--- config.mk ---
export PLATFORM = sky130hd
export DESIGN_NAME = swap_request_ctrl
export DESIGN_NICKNAME = d
export VERILOG_FILES = /design/src/rtl/swap_request_ctrl_pkg.sv /design/src/rtl/swap_request_ctrl_req_sync_edge.sv /design/src/rtl/swap_request_ctrl.sv
export SDC_FILE = /design/constraint.sdc
export NUM_CORES = 1
export LEC_CHECK = 0
export ABC_AREA = 1
export CAP_MARGIN = 20
export CELL_PAD_IN_SITES_DETAIL_PLACEMENT = 0
export CELL_PAD_IN_SITES_GLOBAL_PLACEMENT = 1
export CORE_MARGIN = 2
export CORE_UTILIZATION = 35
export DETAILED_ROUTE_END_ITERATION = 8
export PLACE_DENSITY_LB_ADDON = 0.1
export SYNTH_ARGS = -nofsm -noshare
export SYNTH_HDL_FRONTEND = slang
export SYNTH_SLANG_ARGS = --single-unit
--- constraint.sdc ---
create_clock -name clk -period 1.6 [get_ports clk]
set_input_delay 0.48 -clock clk [delete_from_list [all_inputs] [get_ports clk]]
set_output_delay 0.48 -clock clk [all_outputs]
set_load 0.02 [all_outputs]
--- src/rtl/swap_request_ctrl_pkg.sv ---
// Shared definitions for the swap request controller: FSM encoding and the
// default completion timeout.
package swap_request_ctrl_pkg;

    typedef enum logic [1:0] {
        IDLE  = 2'd0,
        ISSUE = 2'd1,
        WAIT  = 2'd2,
        GAP   = 2'd3
    } state_t;

    localparam int DEFAULT_TIMEOUT = 8;

endpackage

--- src/rtl/swap_request_ctrl_req_sync_edge.sv ---
// Two-flop synchronizer for an asynchronous level, plus a one-cycle pulse on
// each synchronized rising edge.
module req_sync_edge (
    input  logic clk,
    input  logic rst,
    input  logic async_in,
    output logic rise
);

    logic s1, s2, s3;

    // s1/s2 resolve metastability; s3 is the previous s2 for edge detection.
    always_ff @(posedge clk or posedge rst) begin
        if (rst) begin
            s1 <= 1'b0;
            s2 <= 1'b0;
            s3 <= 1'b0;
        end else begin
            s1 <= async_in;
            s2 <= s1;
            s3 <= s2;
        end
    end

    assign rise = s2 & ~s3;

endmodule

--- src/rtl/swap_request_ctrl.sv ---
// Command stage for the 3-register rotate/swap FSM: one w start pulse per
// request edge, with request queuing, completion counting and error flags.
module swap_request_ctrl
    import swap_request_ctrl_pkg::*;
#(
    parameter int PEND_W  = 3,
    parameter int CNT_W   = 8,
    parameter int TIMEOUT = DEFAULT_TIMEOUT
) (
    input  logic              clk,
    input  logic              rst,
    input  logic              req,
    input  logic              done,
    output logic              w,
    output logic              busy,
    output logic [PEND_W-1:0] pending,
    output logic [CNT_W-1:0]  swaps,
    output logic              overflow,
    output logic              timeout_err
);

    localparam int                WAIT_W    = $clog2(TIMEOUT) + 1;
    localparam logic [WAIT_W-1:0] WAIT_LAST = WAIT_W'(TIMEOUT - 1);
    localparam logic [PEND_W-1:0] PEND_MAX  = {PEND_W{1'b1}};

    state_t            state;
    state_t            state_nxt;
    logic              req_edge;
    logic              issue;
    logic              swap_done;
    logic              timeout_hit;
    logic [WAIT_W-1:0] wait_cnt;

    req_sync_edge u_req_sync (
        .clk      (clk),
        .rst      (rst),
        .async_in (req),
        .rise     (req_edge)
    );

    // Handshake with the swap FSM: w is a one-cycle start strobe raised only in
    // ISSUE; done is a one-cycle completion strobe honoured only in WAIT.
    always_ff @(posedge clk or posedge rst) begin
        if (rst) state <= IDLE;
        else     state <= state_nxt;
    end

    always_comb begin
        state_nxt   = state;
        swap_done   = 1'b0;
        timeout_hit = 1'b0;
        case (state)
            IDLE:  if (pending != '0) state_nxt = ISSUE;
            ISSUE: state_nxt = WAIT;
            WAIT: begin
                if (done) begin
                    swap_done = 1'b1;
                    state_nxt = GAP;
                end else if (wait_cnt == WAIT_LAST) begin
                    timeout_hit = 1'b1;
                    state_nxt   = IDLE;
                end
            end
            GAP:     state_nxt = IDLE;
            default: state_nxt = IDLE;
        endcase
    end

    assign issue = (state == ISSUE);
    assign w     = issue;
    assign busy  = (state != IDLE);

    always_ff @(posedge clk or posedge rst) begin
        if (rst)                 wait_cnt <= '0;
        else if (state == ISSUE) wait_cnt <= '0;
        else if (state == WAIT)  wait_cnt <= wait_cnt + 1'b1;
    end

    // A new request arriving in the same cycle as an issue nets out, so the
    // queue never overflows in that case even when it is full.
    always_ff @(posedge clk or posedge rst) begin
        if (rst) begin
            pending     <= '0;
            swaps       <= '0;
            overflow    <= 1'b0;
            timeout_err <= 1'b0;
        end else begin
            if (req_edge && !issue) begin
                if (pending == PEND_MAX) overflow <= 1'b1;
                else                     pending  <= pending + 1'b1;
            end else if (issue && !req_edge) begin
                pending <= pending - 1'b1;
            end
            if (swap_done)   swaps       <= swaps + 1'b1;
            if (timeout_hit) timeout_err <= 1'b1;
        end
    end

endmodule
==> key figures, run 1 <==
Outcome
  • Status: finished, violations left
  • Violated checks: negative setup slack

Synthesis
  • Fraction of post-synthesis cell area in the top cell type by area: 50.2%
  • Share of synthesized area occupied by flip-flops and latches: 50.2%
  • Post-synthesis cell type with the largest combined area: sky130_fd_sc_hd__dfrtp_1
  • Async set-or-reset flop fraction in the synthesized netlist: 100%
  • Yosys warnings: 0
  • Netlist Area Pre-Place: 1100 sq um
  • Synth Net Count: 132
  • Average cell area after synthesis: 9.06 sq um
  • Top cell types by occurrence after synthesis: sky130_fd_sc_hd__nand2_1 (28), sky130_fd_sc_hd__dfrtp_1 (22), sky130_fd_sc_hd__inv_1 (20)
  • Synth Register Bits: 22
  • Dominant cells by area after synthesis: sky130_fd_sc_hd__dfrtp_1 (50%), sky130_fd_sc_hd__nand2_1 (9.6%), sky130_fd_sc_hd__ha_1 (6.8%), sky130_fd_sc_hd__inv_1 (6.8%), sky130_fd_sc_hd__nand3_1 (6.8%)
  • Number of flops mapped to enable cells by yosys: 0
  • Count of unique library cells instantiated by Yosys: 20
  • Top-count cell post-synth: sky130_fd_sc_hd__nand2_1
  • Instance count of the mapped netlist: 121
  • Most used DFF post-synth: sky130_fd_sc_hd__dfrtp_1

Routing
  • Total iterations of the first detailed-routing run: 5
  • Total Routed Length: 2100 um
  • DR vias: 894
  • Routed wire per std cell: 10.1 um
  • Number of nets with antenna violations after routing: 0
  • Vias per cell: 4.30
  • Drt initial violations: 12
  • Post-route DRC: 0

Critical path
  • Capture point of the worst reg-to-reg path: pending[2]
  • Highest fanout seen on the critical path: 3
  • Critical setup path kind: flip-flop to output port
  • Worst reg-to-reg setup slack: 0.01 ns
  • Required time at the endpoint of the critical path: 1.12 ns
  • Arr. time, crit path: 1.17 ns
  • Sort of element at the start of the critical path: flip-flop
  • Critical R2R Launch: state[0]
  • Crit path capture: w
  • Element type at the critical path end: output port
  • Launch point of the critical path: state[0]
  • Number of cells traversed by the worst register-to-register path: 9

Timing
  • Fin worst setup slack: -0.0541 ns
  • Worst hold-check slack: 0.370 ns
  • Worst clock skew: 0.00711 ns
  • Setup repair after global routing missed its margin: yes
  • Final number of setup-violating endpoints: 2
  • Number of hold-slack violations in the final timing report: 0
  • Final worst-path cycle share: 103%
  • Worst Max-Slew Pin Slew: 0.288 ns
  • Time the worst path needs with I/O delays and setup: 1.65 ns
  • Maximum frequency from static timing analysis: 605 MHz
  • Count of pins over their slew limit: 0
  • Worst slew margin relative to its limit: 80.8%

CTS
  • Maximum buffer depth of the clock tree: 2
  • Clock transition at the registers of the reported paths: 0.13 ns
  • Clk sinks: 22
  • TritonCTS clock tree: yes
  • Insertion delay to the later sink of the worst-skew pair: 0.32 ns
  • CTS root buf: sky130_fd_sc_hd__clkbuf_4
  • Inserted Clock Buffers: 3
  • H-tree levels: 1

Place
  • Buffers on Ports: 18
  • Placed instance area: 1490 sq um
  • Post-DP HPWL: 1570 um
  • GP Congestion: 0.764

Floorplan
  • Die Y: 60.0 um
  • Initial Utilization: 36.2%
  • IO Count: 19
  • Row Count: 20
  • DIE AREA: 3600 sq um
  • Core region area: 3030 sq um
  • Die Span X: 60.0 um

Global routing
  • Most Used Layer, Global Route: met2
  • GRT met1 Usage: 16.5%
  • Fraction of met2 tracks used by global routing: 22.7%
  • Gr usage total: 13.9%
  • Pin count of the biggest net entering global routing: 23
  • Met3 Use GR: 3.03%
  • Antenna violations before repair: 0
  • Global route total overflow: 0
  • Vias in the first global route: 852
  • First-pass GRT wire length: 3620 um

Power
  • Overall power of the completed layout: 2.78 mW
  • Power density normalized to cell area: 1800 nW/um^2
  • VDD IR max: 0.596 mV
  • Leakage Power: 0.834 nW

Hold path
  • HP Class: flip-flop to flip-flop

Finish
  • Area growth from synthesis to final layout: 41.3%
  • Inserted Diodes: 0
  • Finished Cell Area: 1550 sq um
  • Fraction of layout cells with a size suffix above 1: 25.6%
  • Net total in the final layout: 176

Run
  • Max Cap Violations: 0
==> worst min path at each step <==
stage / slack [ns] / endpoint / start / depth (start not counted)
5_1_grt: 0.40 / u_req_sync.s2 / u_req_sync.s1 / 0
6_report: 0.37 / u_req_sync.s2 / u_req_sync.s1 / 0
4_1_cts: 0.37 / u_req_sync.s2 / u_req_sync.s1 / 0
3_3_place_gp: 0.33 / u_req_sync.s2 / u_req_sync.s1 / 0
2_1_floorplan: 0.33 / u_req_sync.s2 / u_req_sync.s1 / 0
3_5_place_dp: 0.34 / u_req_sync.s2 / u_req_sync.s1 / 0
==> metrics by stage <==
step,instances,worst slack [ns],utilization [%],TNS [ns]
floorplan,121,0.000744,-,0
global placement,202,-0.123,49.1,-0.387
detailed placement,202,-0.153,49.1,-0.482
CTS,208,-0.166,50.7,-0.390
global route,208,-0.0930,51.2,-0.256
finish,208,-0.0541,51.2,-0.0732
==> where the power goes <==
part | switching, mW | internal [mW]
clock network | 0.178 | 0.139
registers | 0.127 | 0.748
logic | 0.838 | 0.753
total | 1.14 | 1.64
==> flip-flops by register name, summed over array words and instances (netlist names) <==
name	count
u_req_sync.s1	1
state	2
swaps	8
timeout_err	1
u_req_sync.s3	1
overflow	1
pending	3
u_req_sync.s2	1
wait_cnt	4
==> what timing repair did <==
action / 4_1_cts / 5_1_grt
hold buffers: 0 / 0
setup buffers: 2 / 1
pin swaps: 4 / 3
gates resized for setup: 31 / 10
endpoints found under the setup margin: 16 / 8
==> cells in the final DEF, fill, tap and decap left out, types with 2 or more instances in the layout <==
cell type,netlist,routed
sky130_fd_sc_hd__clkbuf_4,0,3
sky130_fd_sc_hd__nor3_1,2,2
sky130_fd_sc_hd__o21bai_1,2,2
sky130_fd_sc_hd__ha_4,0,2
sky130_fd_sc_hd__buf_6,0,3
sky130_fd_sc_hd__nand2_1,28,28
sky130_fd_sc_hd__xnor2_1,4,4
sky130_fd_sc_hd__a21oi_1,2,2
sky130_fd_sc_hd__nor2_4,1,2
sky130_fd_sc_hd__buf_4,0,20
sky130_fd_sc_hd__dlygate4sd2_1,0,10
sky130_fd_sc_hd__dfrtp_1,22,22
sky130_fd_sc_hd__clkdlybuf4s50_1,0,3
sky130_fd_sc_hd__inv_2,0,5
sky130_fd_sc_hd__ha_1,6,4
sky130_fd_sc_hd__xor2_1,3,3
sky130_fd_sc_hd__clkdlybuf4s15_1,0,2
sky130_fd_sc_hd__nor2_1,6,5
sky130_fd_sc_hd__o21ai_0,3,3
sky130_fd_sc_hd__nand3_1,15,15
sky130_fd_sc_hd__inv_1,20,15
==> worst max-delay path, cell delays in order (launching register included) <==
cell and delay, ns:
sky130_fd_sc_hd__dfrtp_1 0.43, sky130_fd_sc_hd__buf_6 0.13, sky130_fd_sc_hd__ha_4 0.17, sky130_fd_sc_hd__buf_6 0.13
==> cells by family (layout without fill, tap and decap cells) <==
logic type	Yosys count	after routing	synth area share, %
xor+xnor	7	7	5.59
buf+inv	21	64	7.31
compound gates	8	8	4.22
flops	22	22	50.2
fa+ha+maj	7	7	8.68
simple gates	56	56	24.0
==> layout make-up <==
class	count	area, sq um
Fill cell	304	1480
Timing Repair Buffer	39	327
Clock buffer	4	36.3
Inverter	21	80.1
Multi-Input combinational cell	78	500
Sequential cell	22	551
Tap cell	44	55.1
==> metal layers <==
| layer | vias up | share of wire [%] | wire, um |
|---|---|---|---|
| li1 | 464 | - | - |
| met3 | 4 | 4.3 | 91 |
| met1 | 408 | 46 | 958 |
| met2 | 18 | 47 | 993 |
| met4 | 0 | 2.6 | 55 |
| met5 | - | 0 | 0 |
(Power assumes the default switching activity.)
==> inputs of run 2 (changes only) <==
--- a/config.mk
+++ b/config.mk
@@ -13,6 +13,7 @@
 export CORE_UTILIZATION = 35
 export DETAILED_ROUTE_END_ITERATION = 8
 export PLACE_DENSITY_LB_ADDON = 0.1
+export SLEW_MARGIN = 20
 export SYNTH_ARGS = -nofsm -noshare
 export SYNTH_HDL_FRONTEND = slang
 export SYNTH_SLANG_ARGS = --single-unit
==> results of run 2 <==
No change in the layout: final DEF, timing and power equal those of run 1.
==> inputs of run 3 (changes only) <==
--- a/config.mk
+++ b/config.mk
@@ -12,6 +12,7 @@
 export CORE_MARGIN = 2
 export CORE_UTILIZATION = 35
 export DETAILED_ROUTE_END_ITERATION = 8
+export HOLD_SLACK_MARGIN = 0.12
 export PLACE_DENSITY_LB_ADDON = 0.1
 export SLEW_MARGIN = 20
 export SYNTH_ARGS = -nofsm -noshare
==> results of run 3 <==
No change in the layout: final DEF, timing and power equal those of run 1.
==> variant: new RTL, settings of run 3 <==
Set the parameter `PEND_W` to 5 (it was 3).
--- a/src/rtl/swap_request_ctrl.sv
+++ b/src/rtl/swap_request_ctrl.sv
@@ -3,7 +3,7 @@
 module swap_request_ctrl
     import swap_request_ctrl_pkg::*;
 #(
-    parameter int PEND_W  = 3,
+    parameter int PEND_W  = 5,
     parameter int CNT_W   = 8,
     parameter int TIMEOUT = DEFAULT_TIMEOUT
 ) (
Interface: changed (resized pending); port bits go from 19 to 21. No check against the original RTL was run, so the function may have changed too.
==> variant against run 3 <==
  * The run still ends with negative setup slack left
  * Count of clock-buffer cells in the layout is the same
  * First-iteration DRC count rose to 4.8 times the old value
  * Power increased by 36%
  * Final area increased by 28%
  * Maximum frequency shrank 6.6%
  * Sequential cell count up 2
  * Area after synthesis up 25%
  * Via count grew 35%
  * Clock skew is 1.2 ps lower
  * Wire length up 45%
  * Setup slack lost 120 ps
  * Sequential power is 11% higher
  * Die area grew 23%
==> variant: results (changes against run 3) <==
----------------------------------------------------
[Run status]
  Status ... finished with violations
  Failing checks ... negative setup slack

[STA]
  Final setup viols ... 7 (+5)
  PnR worst setup slack ... -172 ps (-118 ps)

[Routing]
  Post-detailed-routing wire length ... 3.04 mm (+45%)
  Starting DRC count in detailed routing ... 57 (+45)
  Met3 wire length ... 125 µm (+37%)
  Routed met2 length ... 1.45 mm (+46%)

[Logic synthesis]
  Synth Area in XOR/XNOR ... 3.21% (-2.4 points)
  Top post-synthesis cells by area ... dfrtp_1 44%, nand2_1 13%, ha_1 8.2%, inv_1 6.6%, nand3_1 5.5%
  Most frequent cells after synthesis ... 48 x nand2_1, 24 x dfrtp_1, 24 x inv_1
  Flops & latches, synth ... 24 (+9.1%)
  Post-synthesis instance total ... 162 (+34%)

[Final layout]
  Clock tree cell share of total cell area ... 2.78% (+0.44 points)
  Area share of buffers outside the clock network ... 20.7% (-0.39 points)
  Layout Utilization ... 53.2% (+2.0 points)
  Layout Nets ... 231 (+31%)
  Count of inverters not on the clock network in the layout ... 25 (+19%)
  Proportion of layout cells with a drive suffix above 1 ... 27.8% (+2.2 points)
  Register area ... 601 µm² (+9.1%)
  Number of fillers in the final layout ... 355 (+17%)

[Worst setup path]
  Crit path DAT ... 1950 ps (+780 ps)
  Maximum single-stage delay on the critical path ... 410 ps (-20 ps)

[Pwr]
  Leakage Power ... 1.05 nW (+26%)
  Worst-case vdd ir drop ... 1020 µV (+71%)
  Clock-net power ... 0.439 mW (+38%)
  Sequential group power ... 0.967 mW (+11%)
  Switching power share of the total ... 43.2% (+2.1 points)

[Floorplan]
  Standard-cell row count ... 22 (+10%)

[Global route]
  Met3 Track Usage GR ... 4.56% (+1.5 points)
  Largest net degree at the start of global routing ... 14 (-39%)

[Place]
  Worst setup slack before clock tree synthesis ... -189 ps (-35.8 ps)
  Placed inst area ... 1850 µm² (+25%)

----------------------------------------------------
[variant: final timing paths]
kind | startpoint | endpoint | slack, ps | depth (start not counted)
max in group asynchronous | rst | swaps[5]$_DFFE_PP0P_ | 910 | 3
setup / recovery | state[0]$_DFFE_PP0P_ | pending[4]$_DFFE_PP0P_ | -170 | 13
hold / removal | u_req_sync.s1$_DFF_PP0_ | u_req_sync.s2$_DFF_PP0_ | 370 | 0
setup reg to reg | state[0]$_DFFE_PP0P_ | pending[4]$_DFFE_PP0P_ | -170 | 13
hold reg to reg | u_req_sync.s1$_DFF_PP0_ | u_req_sync.s2$_DFF_PP0_ | 370 | 0
min in group asynchronous | rst | wait_cnt[1]$_DFFE_PP0P_ | 500 | 3
[variant: timing repair]
action	CTS	global route
pin swaps	9	6
gates resized for setup	27	10
setup buffers	3	3
setup endpoints to repair	21	9
